--- config.mk ---
export PLATFORM = sky130hd
export DESIGN_NAME = delay_sweep_ctrl
export DESIGN_NICKNAME = d
export VERILOG_FILES = /design/src/rtl/delay_sweep_ctrl.sv
export SDC_FILE = /design/constraint.sdc
export NUM_CORES = 1
export LEC_CHECK = 0
export ABC_CLOCK_PERIOD_IN_PS = 3700
export BUFFER_PORTS_ARGS = -buffer_cell sky130_fd_sc_hd__buf_4
export CORE_ASPECT_RATIO = 2
export CORE_MARGIN = 1
export CORE_UTILIZATION = 50
export DETAILED_ROUTE_END_ITERATION = 16
export PLACE_DENSITY = 0.84
export SETUP_SLACK_MARGIN = 0.1
export SYNTH_ARGS = -nofsm -noshare
export SYNTH_HDL_FRONTEND = slang
export SYNTH_SLANG_ARGS = --single-unit
export TNS_END_PERCENT = 1
--- constraint.sdc ---
create_clock -name NATIVE_CLK -period 3.7 [get_ports NATIVE_CLK]
set_input_delay 0.37 -clock NATIVE_CLK [delete_from_list [all_inputs] [get_ports NATIVE_CLK]]
set_output_delay 0.37 -clock NATIVE_CLK [all_outputs]
set_load 0.1 [all_outputs]
--- src/rtl/delay_sweep_ctrl.sv ---
// Delay-tap sweep over the native port (EN_VTC off, step delays with dwell, EN_VTC on); `SWEEP_READBACK_EN adds a per-step read.
// Latency: one transaction in flight, completion >= 2 cycles after EN; stalls on M_NATIVE_READY, times out after TIMEOUT_CYCLES.
module delay_sweep_ctrl #(
    parameter int NATIVE_ADDR_WDITH = 2,
    parameter int NATIVE_DATA_WIDTH = 32,
    parameter int DELAY_WIDTH       = 9,
    parameter int DWELL_WIDTH       = 16,
    parameter int TIMEOUT_CYCLES    = 255
) (
    input  logic                         NATIVE_CLK,
    input  logic                         rst,
    input  logic                         sweep_start,
    input  logic                         sweep_abort,
    input  logic [DELAY_WIDTH-1:0]       cfg_start,
    input  logic [DELAY_WIDTH-1:0]       cfg_stop,
    input  logic [DELAY_WIDTH-1:0]       cfg_step,
    input  logic [DWELL_WIDTH-1:0]       cfg_dwell,
    output logic                         busy,
    output logic                         done,
    output logic                         error,
    output logic                         step_valid,
    output logic [DELAY_WIDTH-1:0]       step_delay,
    output logic                         M_NATIVE_EN,
    output logic                         M_NATIVE_WR,
    output logic [NATIVE_ADDR_WDITH-1:0] M_NATIVE_ADDR,
    output logic [NATIVE_DATA_WIDTH-1:0] M_NATIVE_DATA_IN,
    input  logic [NATIVE_DATA_WIDTH-1:0] M_NATIVE_DATA_OUT,
    input  logic                         M_NATIVE_READY
);

    localparam int TW = (TIMEOUT_CYCLES < 3) ? 2 : $clog2(TIMEOUT_CYCLES + 1);
    localparam logic [TW-1:0] TO_MAX  = TW'(TIMEOUT_CYCLES);
    localparam logic [TW-1:0] RDY_MIN = TW'(2);
    localparam logic [NATIVE_ADDR_WDITH-1:0] ADDR_DELAY = NATIVE_ADDR_WDITH'(0);
    localparam logic [NATIVE_ADDR_WDITH-1:0] ADDR_VTC   = NATIVE_ADDR_WDITH'(1);

    typedef enum logic [3:0] {
        S_IDLE,
        S_VTC_OFF,
        S_SET,
        S_DWELL,
        S_READ,
        S_NEXT,
        S_VTC_ON,
        S_DONE,
        S_WAIT
    } state_t;

`ifdef SWEEP_READBACK_EN
    localparam state_t AFTER_DWELL = S_READ;
`else
    localparam state_t AFTER_DWELL = S_NEXT;
`endif

    state_t                         state_q, state_d;
    state_t                         ret_q, ret_d;
    logic                           abort_q, abort_d;
    logic                           error_q, error_d;
    logic [DELAY_WIDTH-1:0]         cur_q, cur_d;
    logic [DELAY_WIDTH-1:0]         stop_q, stop_d;
    logic [DELAY_WIDTH-1:0]         step_q, step_d;
    logic [DWELL_WIDTH-1:0]         dwell_q, dwell_d;
    logic [DWELL_WIDTH-1:0]         dcnt_q, dcnt_d;
    logic [TW-1:0]                  tcnt_q, tcnt_d;
    logic [DELAY_WIDTH-1:0]         step_delay_q, step_delay_d;
    logic                           txn_wr_q, txn_wr_d;
    logic [NATIVE_ADDR_WDITH-1:0]   txn_addr_q, txn_addr_d;
    logic [NATIVE_DATA_WIDTH-1:0]   txn_data_q, txn_data_d;

    logic                           issue;
    logic                           iss_wr;
    logic [NATIVE_ADDR_WDITH-1:0]   iss_addr;
    logic [NATIVE_DATA_WIDTH-1:0]   iss_data;
    logic                           abort_any;
    logic [DELAY_WIDTH:0]           sum_w;
    logic                           unused_rd;

    assign abort_any = abort_q | sweep_abort;
    // One bit of headroom so a step past the top of the delay range cannot wrap back below cfg_stop.
    assign sum_w     = {1'b0, cur_q} + {1'b0, step_q};
    assign unused_rd = ^M_NATIVE_DATA_OUT;

    always_ff @(posedge NATIVE_CLK) begin
        if (rst) begin
            state_q <= S_IDLE;
        end else begin
            state_q <= state_d;
        end
    end

    always_ff @(posedge NATIVE_CLK) begin
        if (rst) begin
            ret_q        <= S_IDLE;
            abort_q      <= 1'b0;
            error_q      <= 1'b0;
            cur_q        <= '0;
            stop_q       <= '0;
            step_q       <= '0;
            dwell_q      <= '0;
            dcnt_q       <= '0;
            tcnt_q       <= '0;
            step_delay_q <= '0;
            txn_wr_q     <= 1'b0;
            txn_addr_q   <= '0;
            txn_data_q   <= '0;
        end else begin
            ret_q        <= ret_d;
            abort_q      <= abort_d;
            error_q      <= error_d;
            cur_q        <= cur_d;
            stop_q       <= stop_d;
            step_q       <= step_d;
            dwell_q      <= dwell_d;
            dcnt_q       <= dcnt_d;
            tcnt_q       <= tcnt_d;
            step_delay_q <= step_delay_d;
            txn_wr_q     <= txn_wr_d;
            txn_addr_q   <= txn_addr_d;
            txn_data_q   <= txn_data_d;
        end
    end

    always_comb begin
        state_d      = state_q;
        ret_d        = ret_q;
        abort_d      = abort_q;
        error_d      = error_q;
        cur_d        = cur_q;
        stop_d       = stop_q;
        step_d       = step_q;
        dwell_d      = dwell_q;
        dcnt_d       = dcnt_q;
        tcnt_d       = tcnt_q;
        step_delay_d = step_delay_q;
        txn_wr_d     = txn_wr_q;
        txn_addr_d   = txn_addr_q;
        txn_data_d   = txn_data_q;

        if (busy && sweep_abort) begin
            abort_d = 1'b1;
        end

        case (state_q)
            S_IDLE: begin
                if (sweep_start) begin
                    cur_d   = cfg_start;
                    stop_d  = cfg_stop;
                    step_d  = (cfg_step == '0) ? DELAY_WIDTH'(1) : cfg_step;
                    dwell_d = cfg_dwell;
                    error_d = 1'b0;
                    abort_d = 1'b0;
                    if (cfg_start > cfg_stop) begin
                        error_d = 1'b1;
                        state_d = S_DONE;
                    end else begin
                        state_d = S_VTC_OFF;
                    end
                end
            end
            S_VTC_OFF, S_SET, S_READ, S_VTC_ON: begin
                txn_wr_d   = iss_wr;
                txn_addr_d = iss_addr;
                txn_data_d = iss_data;
                tcnt_d     = TW'(1);
                state_d    = S_WAIT;
                case (state_q)
                    S_VTC_OFF: ret_d = S_SET;
                    S_SET:     ret_d = (dwell_q == '0) ? AFTER_DWELL : S_DWELL;
                    S_READ:    ret_d = S_NEXT;
                    default:   ret_d = S_DONE;
                endcase
            end
            S_WAIT: begin
                if ((tcnt_q >= RDY_MIN) && M_NATIVE_READY) begin
                    dcnt_d  = DWELL_WIDTH'(1);
                    state_d = (abort_any && (ret_q != S_DONE)) ? S_VTC_ON : ret_q;
`ifdef SWEEP_READBACK_EN
                    if (ret_q == S_NEXT) begin
                        step_delay_d = M_NATIVE_DATA_OUT[DELAY_WIDTH-1:0];
                    end
`endif
                end else if (tcnt_q >= TO_MAX) begin
                    error_d = 1'b1;
                    state_d = S_DONE;
                end else begin
                    tcnt_d = tcnt_q + TW'(1);
                end
            end
            S_DWELL: begin
                if (abort_any) begin
                    state_d = S_VTC_ON;
                end else if (dcnt_q >= dwell_q) begin
                    state_d = AFTER_DWELL;
                end else begin
                    dcnt_d = dcnt_q + DWELL_WIDTH'(1);
                end
            end
            S_NEXT: begin
                if (abort_any || (sum_w > {1'b0, stop_q})) begin
                    state_d = S_VTC_ON;
                end else begin
                    cur_d   = sum_w[DELAY_WIDTH-1:0];
                    state_d = S_SET;
                end
            end
            S_DONE: begin
                state_d = S_IDLE;
            end
            default: begin
                state_d = S_IDLE;
            end
        endcase

`ifndef SWEEP_READBACK_EN
        if ((state_d == S_NEXT) && (state_q != S_NEXT)) begin
            step_delay_d = cur_q;
        end
`endif
    end

    // WR/ADDR/DATA come straight from the state in the EN cycle and from the held copy until completion.
    always_comb begin
        busy       = (state_q != S_IDLE) && (state_q != S_DONE);
        done       = (state_q == S_DONE);
        error      = error_q;
        step_valid = (state_q == S_NEXT) && !abort_any;
        step_delay = step_delay_q;
        issue      = 1'b0;
        iss_wr     = 1'b0;
        iss_addr   = '0;
        iss_data   = '0;
        case (state_q)
            S_VTC_OFF: begin
                issue    = 1'b1;
                iss_wr   = 1'b1;
                iss_addr = ADDR_VTC;
                iss_data = '0;
            end
            S_SET: begin
                issue    = 1'b1;
                iss_wr   = 1'b1;
                iss_addr = ADDR_DELAY;
                iss_data = NATIVE_DATA_WIDTH'(cur_q);
            end
            S_READ: begin
                issue    = 1'b1;
                iss_wr   = 1'b0;
                iss_addr = ADDR_DELAY;
            end
            S_VTC_ON: begin
                issue    = 1'b1;
                iss_wr   = 1'b1;
                iss_addr = ADDR_VTC;
                iss_data = NATIVE_DATA_WIDTH'(1);
            end
            default: begin
                issue = 1'b0;
            end
        endcase
        M_NATIVE_EN      = issue;
        M_NATIVE_WR      = issue ? iss_wr   : txn_wr_q;
        M_NATIVE_ADDR    = issue ? iss_addr : txn_addr_q;
        M_NATIVE_DATA_IN = issue ? iss_data : txn_data_q;
    end

endmodule

==> impl_results.md, run 1 <==
* Status: complete, no violations
* Slowest-stage cell, CP: a2111oi_0
* Maximum vdd drop at 0.3739 mV
* Setup CP Type: reg -> reg
* Core box area at about 11000 um^2
* CTS root buf: clkbuf_16
* Slew at the pin closest to its max-slew limit at ~0.65 ns
* Largest net degree at the start of global routing at roughly 50
* # DRC at 0
* H-tree depth at 3
* Pwr Density at approximately 560 nW/um^2
* Die H at around 150 um
* Clk pin slew, worst setup/hold paths at about 0.070 ns
* Post-route ant nets at 0
* First DRT Iteration DRCs at ~360
* Syn avg cell area at a little under 8 um^2
* First-pass GRT wire length at around 23000 um
* Max Clock Freq at 284.1 MHz
* Antenna violations before repair at 0
* Clock Latency Late Sink at between 0.3 and 0.4 ns
* Port bufs at 72
* DRT Pass-1 Iters at 5
* Clk_skew at ~0.0087 ns
* Top-area cell type share of the netlist area at 0.3442
* Post-Synthesis Cells at slightly above 700
* Slew Limit Fails at 0
* IO Count at between 100 and 150
* Deepest clock path buffer count at 2
* Seq/Total Area, Yosys at 0.3442
* DIE WIDTH at 76.73 um
* CP Capture Type: flop
* GRT Resource Usage Total at 0.2532
* Largest family of logic cells by synthesized area: simple AND/OR/NAND/NOR gates
* Initial core utilization at 0.5133
* Async S/R FF share, synth at 0
* Dpl hpwl at roughly 11000 um
* CP cell instances: ha_1 -> nand3_1 -> o211ai_1 -> nor2_1 -> xnor2_1 -> ha_1 -> a2111oi_0 -> o31ai_1 -> a21oi_2 -> nand2_1 -> buf_4 -> or2_0 -> a21oi_1
* Worst path arrival time at about 3.8 ns
* Flops & latches, synth at between 90 and 100
* Share of cells above drive strength 1 at 0.1499
* Fin crit period at between 3 and 4 ns
* Commonest non-fill, non-tap cell in the layout: nand2_1
* CP Max Fanout at 12
* Worst slew margin at 0.5653
* XOR/XNOR Fraction of Synth Area at 0.03607
* Cell leakage power at 2.762 nW
* Row count at 54
* # diodes at 0
* Nets at approximately 900
* WP data required at around 4.0 ns
* Simple-gate share of the synthesized area at 0.2438
* CTS tree: yes
* # Post-CTS Setup Buffers at 0
* Layout area overhead at 17.16%
* Setup-failing EPs final at 0
* Max incr delay on CP at approximately 0.48 ns
* Post-synth cell types at 63
* Total wire length at 14540 um
* Hold Vio Cnt, Final at 0
* Multiplexer share of the synthesized area at 0.02890
* Max-Cap Viols at 0
* Grt total ovfl at 0
* Final GP Congestion at approximately 0.87
* Clk sinks at 96
* Die area at around 12000 um^2
* Crit path launch type: flop
* Setup TNS at 0 ns
* Most frequent CP cell: ha_1
* Routed WL per cell at ~16 um
* Via count at 5151
* Tcrit/Tclk final at 0.9512
* Hold Path Class: in -> reg
* Final Util at 0.6014
* Most frequent cells in the layout: 106 x nand2_1, 94 x dfxtp_1, 83 x buf_4
* Post-Synth Adder-Cell Area at 0.1067
* Post-synth top flop: dfxtp_1
* Vias per inst at 5.636
* CTS Buf Count at 9
* Total power at 3.666 mW
* Synth area leaders: dfxtp_1 34%, ha_1 10%, nand2_1 7.1%
* Vias in the first global route at roughly 4800
* Number of enable flip-flop cells after synthesis at 0
* Warnings, synthesis at 0
* Post-Syn Area at 5584 um^2
* Top cell type by total area after synthesis: dfxtp_1
* RSZ-0062 raised after global routing: yes
* Compound-cell area share of the yosys netlist at 0.1515
cell type report:
class | count | area, um^2
Tap cell | 140 | 175.2
Multi-Input combinational cell | 528 | 3287
Inverter | 51 | 191.4
Timing Repair Buffer | 84 | 634.4
Fill cell | 980 | 4335
Clock inverter | 4 | 77.57
Sequential cell | 96 | 1924
Clock buffer | 11 | 252.7
synth_stat cells, types with 2 or more instances:
library cell and n:
nand2_1 106, dfxtp_1 96, a21oi_1 64, nor2_1 58, inv_1 51, ha_1 46, nand2b_1 29, buf_4 25
o21ai_0 19, clkbuf_1 18, nor3_1 16, mux2i_1 15, nand3_1 14, nor2b_1 13, xnor2_1 13, nand4_1 10
xor2_1 10, a211oi_1 9, a22o_1 8, nor4_1 8, or3_1 6, buf_1 4, buf_2 4, o211ai_1 4
a221oi_1 3, a31oi_1 3, nand3b_1 3, o21a_1 3, o22ai_1 3, a21o_1 2, a22oi_1 2, a41oi_1 2
and2_1 2, and3_1 2, nor3b_1 2, o2111ai_1 2, o21ai_1 2, or2_2 2
worst paths after layout:
check	start	to	slack, ns	cells after the start
worst min-delay path	cfg_dwell[7]	dwell_q[7]	0.26	3
worst min register to register	stop_q[3]	stop_q[3]	0.46	2
worst max-delay path	cur_q[3]	cur_q[2]	0.18	13
worst max register to register	cur_q[3]	cur_q[2]	0.18	13
what timing repair did:
| item | in CTS | in global routing |
|---|---|---|
| setup endpoints to repair | 7 | 16 |
| hold endpoints to repair | 0 | 0 |
| hold buffers | 0 | 0 |
| gates resized for setup | 1 | 8 |
| gates cloned | 0 | 0 |
| pin swaps | 0 | 5 |
metrics by stage:
step,hold WS (ns),cell area (um^2),instances,setup WS [ns]
final,0.2649,6543,914,0.1805
after global routing,0.2680,6543,914,0.06831
after CTS,0.2641,6513,914,0.1112
after detailed placement,0.4465,6175,899,0.09535
after global placement,0.4430,6175,899,0.2311
after floorplan,0.4363,5670,727,0.5969
power by group:
| part | internal (mW) | switching [mW] | total, mW |
|---|---|---|---|
| clock network | 0.628 | 0.397 | 1.02 |
| logic | 0.424 | 0.949 | 1.37 |
| registers | 1.15 | 0.123 | 1.27 |
| total | 2.20 | 1.47 | 3.67 |
per-layer routing:
layer / GRT usage / vias up / wire length, um
li1: - / 2493 / -
met1: 0.2273 / 2422 / 5015
met2: 0.4830 / 168 / 7905
met3: 0.03174 / 68 / 423
met4: 0.2337 / 0 / 1195
met5: 0 / - / 0
flip-flops by register name (all words and copies together), names as in the netlist:
register	count
abort_q	1
cur_q	9
dcnt_q	16
dwell_q	16
error	1
ret_q	3
state_q	4
step_delay	9
step_q	9
stop_q	9
tcnt_q	8
txn_addr_q	1
txn_data_q	9
txn_wr_q	1
critical path: cells and delay by family (launching register included):
kind | cells | cell delay (ns)
flip-flops | 1 | 0.36
AND/OR/NAND/NOR | 4 | 0.51
adder cells (fa/ha/maj) | 2 | 0.73
XOR/XNOR | 1 | 0.35
buffers and inverters | 1 | 0.21
AO/OA/AOI/OAI | 5 | 1.29
kinds of logic after synthesis:
family / Yosys count
compound gates: 136
simple gates: 282
flops: 96
fa+ha+maj: 47
xor+xnor: 23
buf+inv: 103
mux: 16
other cells: 1
No activity file was read; power rests on OpenSTA's default activity.
==> run 2, diff against run 1 <==
--- a/config.mk
+++ b/config.mk
@@ -7,11 +7,12 @@
 export LEC_CHECK = 0
 export ABC_CLOCK_PERIOD_IN_PS = 3700
 export BUFFER_PORTS_ARGS = -buffer_cell sky130_fd_sc_hd__buf_4
+export CAP_MARGIN = 0
 export CORE_ASPECT_RATIO = 2
 export CORE_MARGIN = 1
-export CORE_UTILIZATION = 50
+export CORE_UTILIZATION = 39
 export DETAILED_ROUTE_END_ITERATION = 16
-export PLACE_DENSITY = 0.84
+export PLACE_DENSITY = 0.7
 export SETUP_SLACK_MARGIN = 0.1
 export SYNTH_ARGS = -nofsm -noshare
 export SYNTH_HDL_FRONTEND = slang
==> run 2 against run 1 <==
Net effect: non-clock buffer count is the same; highest routed layer unchanged; via count shrank 4.4%; largest power group unchanged; critical path type unchanged; combinational power is essentially flat; critical path depth grew 5; critical endpoint is now step_delay[3].
==> impl_results.md, run 2 (synthesis results as in run 1) <==
* Status: complete, no violations
* # DRC at 0 (unchanged)
* Routed WL per cell at 15.01 um (-5.7%)
* Pwr Density at 551.5 nW/um^2 (-1.6%)
* Most frequent cells in the layout: 106 x nand2_1, 95 x dfxtp_1, 83 x buf_4
* Die H at 171.2 um (+13%)
* Setup-failing EPs final at 0 (unchanged)
* Setup CP Type: reg -> reg
* Clock Latency Late Sink at 0.35 ns (about the same)
* Deepest clock path buffer count at 2 (unchanged)
* Power share of the combinational group at 0.370 (-0.004)
* H-tree depth at 3 (unchanged)
* CP Capture Type: flop
* Final GP Congestion at 0.9052 (+3.7%)
* Largest net degree at the start of global routing at 86 (+76%)
* Max-Cap Viols at 0 (unchanged)
* Initial core utilization at 0.3998 (-0.1135)
* Antenna violations before repair at 0 (unchanged)
* Max Clock Freq at 298.7 MHz (+5.1%)
* Row count at 61 (+13%)
* Slew at the pin closest to its max-slew limit at 0.8453 ns (+0.1975 ns)
* First-pass GRT wire length at 23280 um (+2.6%)
* Hold Path Class: in -> reg
* Grt total ovfl at 0 (unchanged)
* IO Count at 129 (unchanged)
* Tcrit/Tclk final at 0.9047 (-0.04654)
* Internal at 2.180 mW (-0.81%)
* Share of cells above drive strength 1 at 0.1445 (-0.005355)
* DIE WIDTH at 86.61 um (+13%)
* Clock power share at 0.281 (+0.002)
* Slew Limit Fails at 0 (unchanged)
* Final Util at 0.4710 (-0.1304)
* Worst path arrival time at 3.61 ns (-0.19 ns)
* Core box area at 13970 um^2 (+28%)
* CTS tree: yes
* Dpl hpwl at 11300 um (+2.2%)
* First DRT Iteration DRCs at 279 (-22%)
* Total power at 3.628 mW (-1.0%)
* Vias per inst at 5.110 (-9.3%)
* Clk pin slew, worst setup/hold paths at 0.07 ns (about the same)
* Worst slew margin at 0.4365 (-0.1288)
* Clk_skew at 0.01072 ns (+0.002003 ns)
* CTS root buf: clkbuf_16
* RSZ-0062 raised after global routing: no
* Largest regs: dcnt_q (16), dwell_q (16)
* Vias in the first global route at 4763 (-1.3%)
* Clk sinks at 96 (unchanged)
* Placed Instance Area at 6236 um^2 (+0.99%)
* Die area at 14830 um^2 (+28%)
* Port bufs at 72 (unchanged)
* # diodes at 0 (unchanged)
* Hold Vio Cnt, Final at 0 (unchanged)
* Nets at 897 (unchanged)
* DRT Pass-1 Iters at 4 (-1)
* Fillers at 1392 (+42%)
* Layout area overhead at 17.81%
* CTS Buf Count at 9 (unchanged)
* Design Area, Final at 6579 um^2 (+0.55%)
* CP Max Fanout at 3 (-9)
* Sequential power share at 0.349 (+0.003)
* Crit path launch type: flop
* GRT Resource Usage Total at 0.2065 (-0.04662)
* Fin crit period at 3.347 ns (-0.1722 ns)
* Maximum vdd drop at 0.2620 mV (-30%)
* NetSw at 1.448 mW (-1.4%)
* Sw frac at 0.3992 (-0.001306)
* Total wire length at 14470 um (-0.50%)
* Setup TNS at 0 ns (unchanged)
* Via count at 4926 (-4.4%)
* WP data required at 3.97 ns (about the same)
* Cell leakage power at 2.734 nW (-1.0%)
* Post-route ant nets at 0 (unchanged)
* Commonest non-fill, non-tap cell in the layout: nand2_1
==> run 2: area by class of cell <==
cell class,count,area [um^2],share of cell area
Timing Repair Buffer,84,634.4,0.09642
Clock buffer,12,246.5,0.03747
Inverter,51,191.4,0.02910
Tap cell,189,236.5,0.03595
Clock inverter,4,76.32,0.01160
Sequential cell,96,1923,0.2923
Multi-Input combinational cell,528,3271,0.4971
==> run 2: final timing paths <==
kind,end,from,slack [ns],cells past startpoint
worst min register to register,stop_q[3],stop_q[3],0.46,2
worst max-delay path,step_delay[3],step_q[0],0.35,18
worst min-delay path,dwell_q[10],cfg_dwell[10],0.26,3
worst max register to register,step_delay[3],step_q[0],0.35,18
==> run 2: power by group through the flow <==
stage	Sequential (mW)	Clock [mW]	Combinational [mW]
2_1_floorplan	1.26	0	1.03
3_3_place_gp	1.29	0	1.32
3_5_place_dp	1.29	0	1.33
4_1_cts	1.27	1.03	1.34
5_1_grt	1.28	1.06	1.48
6_report	1.27	1.02	1.34
==> run 2: what timing repair did <==
action,CTS,global route
hold buffers,0,0
buffers inserted,0,0
endpoints found under the setup margin,0,18
gates resized for setup,0,6
==> run 2: worst max-delay path, cell delays in order (launching register included) <==
cell	delay, ns
dfxtp_2	0.35
ha_2	0.18
inv_1	0.05
fa_1	0.39
nor2b_1	0.13
o21a_1	0.13
o21ai_0	0.11
nand2b_1	0.10
a21oi_1	0.08
xnor2_1	0.28
ha_1	0.28
nand2_1	0.07
nor2_1	0.05
a41oi_2	0.22
a21oi_2	0.10
and3_4	0.18
nor4_4	0.18
buf_4	0.19
mux2i_1	0.20
==> run 2: metrics by stage <==
step | instances | setup WS (ns) | hold WS [ns]
3_3_place_gp | 948 | 0.2863 | 0.4452
4_1_cts | 964 | 0.1474 | 0.2631
6_report | 964 | 0.3527 | 0.2632
5_1_grt | 964 | 0.03522 | 0.2730
3_5_place_dp | 948 | 0.1884 | 0.4467
2_1_floorplan | 727 | 0.5969 | 0.4363
==> run 2: layer usage <==
layer | global-route usage | vias to the layer above | wire length, um | part of all wire
met2 | 0.3934 | 131 | 7988 | 0.55
li1 | - | 2487 | - | -
met1 | 0.2005 | 2264 | 5047 | 0.35
met4 | 0.1464 | 0 | 937 | 0.065
met5 | 0 | - | 0 | 0
met3 | 0.02351 | 44 | 494 | 0.034
==> run 3, diff against run 2 <==
--- a/config.mk
+++ b/config.mk
@@ -5,14 +5,14 @@
 export SDC_FILE = /design/constraint.sdc
 export NUM_CORES = 1
 export LEC_CHECK = 0
-export ABC_CLOCK_PERIOD_IN_PS = 3700
+export ABC_CLOCK_PERIOD_IN_PS = 2890
 export BUFFER_PORTS_ARGS = -buffer_cell sky130_fd_sc_hd__buf_4
 export CAP_MARGIN = 0
-export CORE_ASPECT_RATIO = 2
+export CORE_ASPECT_RATIO = 0.5
 export CORE_MARGIN = 1
 export CORE_UTILIZATION = 39
 export DETAILED_ROUTE_END_ITERATION = 16
-export PLACE_DENSITY = 0.7
+export PLACE_DENSITY = 0.72
 export SETUP_SLACK_MARGIN = 0.1
 export SYNTH_ARGS = -nofsm -noshare
 export SYNTH_HDL_FRONTEND = slang
==> constraint.sdc (replaced) <==
create_clock -name NATIVE_CLK -period 2.89 [get_ports NATIVE_CLK]
set_input_delay 0.289 -clock NATIVE_CLK [delete_from_list [all_inputs] [get_ports NATIVE_CLK]]
set_output_delay 0.289 -clock NATIVE_CLK [all_outputs]
set_load 0.1 [all_outputs]
==> run 3 against run 2 <==
Net effect: the run now ends with negative setup slack left; global-route usage shrank 2.0 points; total power grew 28%; wire length shrank 4.6%; sequential cell count is the same; clock power grew 8%; register-to-register slack lost 0.84 ns; critical path type unchanged; critical endpoint unchanged; largest cell class unchanged; highest routed layer unchanged.
==> impl_results.md, run 3 (synthesis results as in run 1) <==
* Clk sinks at 96 (unchanged)
* CTS tree: yes
* Antenna violations before repair at 0 (unchanged)
* Worst r2r path cells at 19 (+1)
* First DRT Iteration DRCs at 391 (+40%)
* Worst Hold Slack at 0.1949 ns (-0.06828 ns)
* Post-route ant nets at 0 (unchanged)
* Initial core utilization at 0.4054 (+0.005556)
* Max-Cap Viols at 0 (unchanged)
* NetSw at 1.864 mW (+29%)
* Critical register-to-register path startpoint: step_q[0]
* Port bufs at 72 (unchanged)
* Finished Layout Cells at 996 (+3.3%)
* DR WL met3 at 539 um (+9.1%)
* CTS root buf: clkbuf_16
* Top layer in use: met4
* DIE WIDTH at 171.2 um (+98%)
* Placed Cells incl. Taps at 977 (+3.1%)
* Die H at 86.61 um (-49%)
* Vias per inst at 5.088 (-0.42%)
* Status: finished with violations
* # DRC at 0 (unchanged)
* Max Clock Freq at 296.0 MHz (-0.93%)
* Worst hold start: cfg_dwell[13]
* Worst slew margin at 0.5554 (+0.1189)
* Nets at 927 (+3.3%)
* Share of cells above drive strength 1 at 0.2002 (+0.05573)
* Design Area, Final at 6872 um^2 (+4.5%)
* Area of the multi-input gates at 3352 um^2 (+2.5%)
* Clk_skew at 0.007648 ns (-0.003075 ns)
* Commonest non-fill, non-tap cell in the layout: buf_4
* Final GP Congestion at 0.9069 (+0.19%)
* Setup-failing EPs final at 18 (+18)
* DRT Pass-1 Iters at 5 (+1)
* Via count at 5068 (+2.9%)
* Reg2reg setup slack at -0.49 ns (-0.84 ns)
* Slew at the pin closest to its max-slew limit at 0.6586 ns (-0.1867 ns)
* Hold Path Class: in -> reg
* Total wire length at 13800 um (-4.6%)
* Hold path cells at 3 (unchanged)
* Clock power share at 0.238 (-0.043)
* Crit path launch type: flop
* Pwr Density at 675.0 nW/um^2 (+22%)
* Met2 wire len at 6652 um (-17%)
* Worst setup margin at -0.4886 ns (-0.8413 ns)
* Largest regs: dcnt_q (16), dwell_q (16)
* Fin crit period at 3.379 ns (+0.03128 ns)
* Sw frac at 0.4019 (+0.002719)
* CP Max Fanout at 4 (+1)
* Placed Instance Area at 6465 um^2 (+3.7%)
* Layout area overhead at 23.06%
* Clk pin slew, worst setup/hold paths at 0.06 ns (about the same)
* # diodes at 0 (unchanged)
* RSZ-0062 raised after global routing: yes
* Most frequent cells in the layout: 111 x buf_4, 104 x nand2_1, 92 x dfxtp_1
* Internal at 2.774 mW (+27%)
* Cell leakage power at 2.881 nW (+5.4%)
* Setup CP Type: reg -> reg
* Dpl hpwl at 10300 um (-8.8%)
* Tcrit/Tclk final at 1.169 (+0.2644)
* First-pass GRT wire length at 22160 um (-4.8%)
* Vias in the first global route at 4731 (-0.67%)
* Final Util at 0.4988 (+0.02780)
* Die area at 14830 um^2 (about the same)
* WP data required at 3.16 ns (-0.81 ns)
* Count of hold-fix buffers inserted at cts at 0 (unchanged)
* Grt total ovfl at 0 (unchanged)
* Violated checks: negative setup slack
* Worst path arrival time at 3.65 ns (+0.04 ns)
* Setup TNS at -6.991 ns (-6.991 ns)
* Clock Latency Late Sink at 0.34 ns (about the same)
* GRT Resource Usage Total at 0.1864 (-0.02014)
* Register area at 1927 um^2 (+0.20%)
* Pre-CTS setup slack at -0.4699 ns (-0.6583 ns)
* H-tree depth at 3 (unchanged)
* Fillers at 1323 (-5.0%)
* Deepest clock path buffer count at 2 (unchanged)
* Power share of the combinational group at 0.416 (+0.046)
* Hold Vio Cnt, Final at 0 (unchanged)
* Core box area at 13780 um^2 (-1.4%)
* CTS Buf Count at 9 (unchanged)
* RR Endpoint: step_delay[3]
* Slew Limit Fails at 0 (unchanged)
* Maximum vdd drop at 0.3362 mV (+28%)
* Sequential power share at 0.346 (-0.003)
* IO Count at 129 (unchanged)
* Largest net degree at the start of global routing at 48 (-44%)
* Hold Path End: dwell_q[13]
* Row count at 30 (-51%)
* Routed WL per cell at 13.85 um (-7.7%)
* WL met1 at 6415 um (+27%)
* Total power at 4.638 mW (+28%)
* CP Capture Type: flop
-- run 3: changes by cell type in the layout (fill, tap and decap cells not counted), sizes merged --
cell and delta:
buf +29, bufinv -2, clkinv +1, clkinvlp +1
-- run 3: how the worst max path moves through the flow --
stage | from | to | slack [ns] | cells past startpoint
2_1_floorplan | cur_q[0] | step_delay[0] | -0.02 | 18
3_3_place_gp | step_q[0] | cur_q[8] | -0.31 | 17
3_5_place_dp | step_q[0] | cur_q[8] | -0.47 | 17
4_1_cts | step_q[0] | step_delay[0] | -0.38 | 17
5_1_grt | step_q[0] | step_delay[0] | -0.62 | 19
6_report | step_q[0] | step_delay[3] | -0.49 | 19
-- run 3: worst max-delay path: stages (launching register included) --
cell and delay [ns]:
dfxtp_2 0.35, ha_4 0.14, inv_2 0.03, fa_2 0.34, nor2b_2 0.11, o21a_1 0.17
o21ai_2 0.08, a21oi_1 0.12, nor2_1 0.07, xnor2_1 0.22, ha_1 0.28, nand4_1 0.08
nor2_1 0.06, a41oi_2 0.19, a21oi_2 0.11, and3_4 0.22, nor4_4 0.24, buf_4 0.18
clkbuf_16 0.14, mux2i_1 0.17
-- run 3: layout make-up --
| type | instances | share of cell area |
|---|---|---|
| multi-input combinational | 528 | 0.4878 |
| sequential | 96 | 0.2804 |
| timing repair buffer | 114 | 0.1295 |
| clock buffer | 11 | 0.03532 |
| tap | 192 | 0.03496 |
| inverter | 51 | 0.02786 |
| clock inverter | 4 | 0.004188 |
-- run 3: power by group through the flow --
stage | clock network (mW) | registers [mW] | logic (mW)
finish | 1.10 | 1.61 | 1.93
global route | 1.18 | 1.62 | 2.10
CTS | 1.13 | 1.60 | 1.85
detailed placement | 0 | 1.63 | 1.83
global placement | 0 | 1.63 | 1.79
floorplan | 0 | 1.62 | 1.32
-- run 3: routing by layer --
layer,global-route usage,vias to the layer above
li1,-,2548
met5,0,-
met2,0.3156,123
met3,0.03242,12
met1,0.2430,2385
met4,0.05763,0
-- run 3: repair_timing --
action / 4_1_cts / 5_1_grt
gates resized for setup: 4 / 18
gates cloned: 0 / 1
setup endpoints to repair: 22 / 22
pin swaps: 2 / 17
buffers inserted: 0 / 3
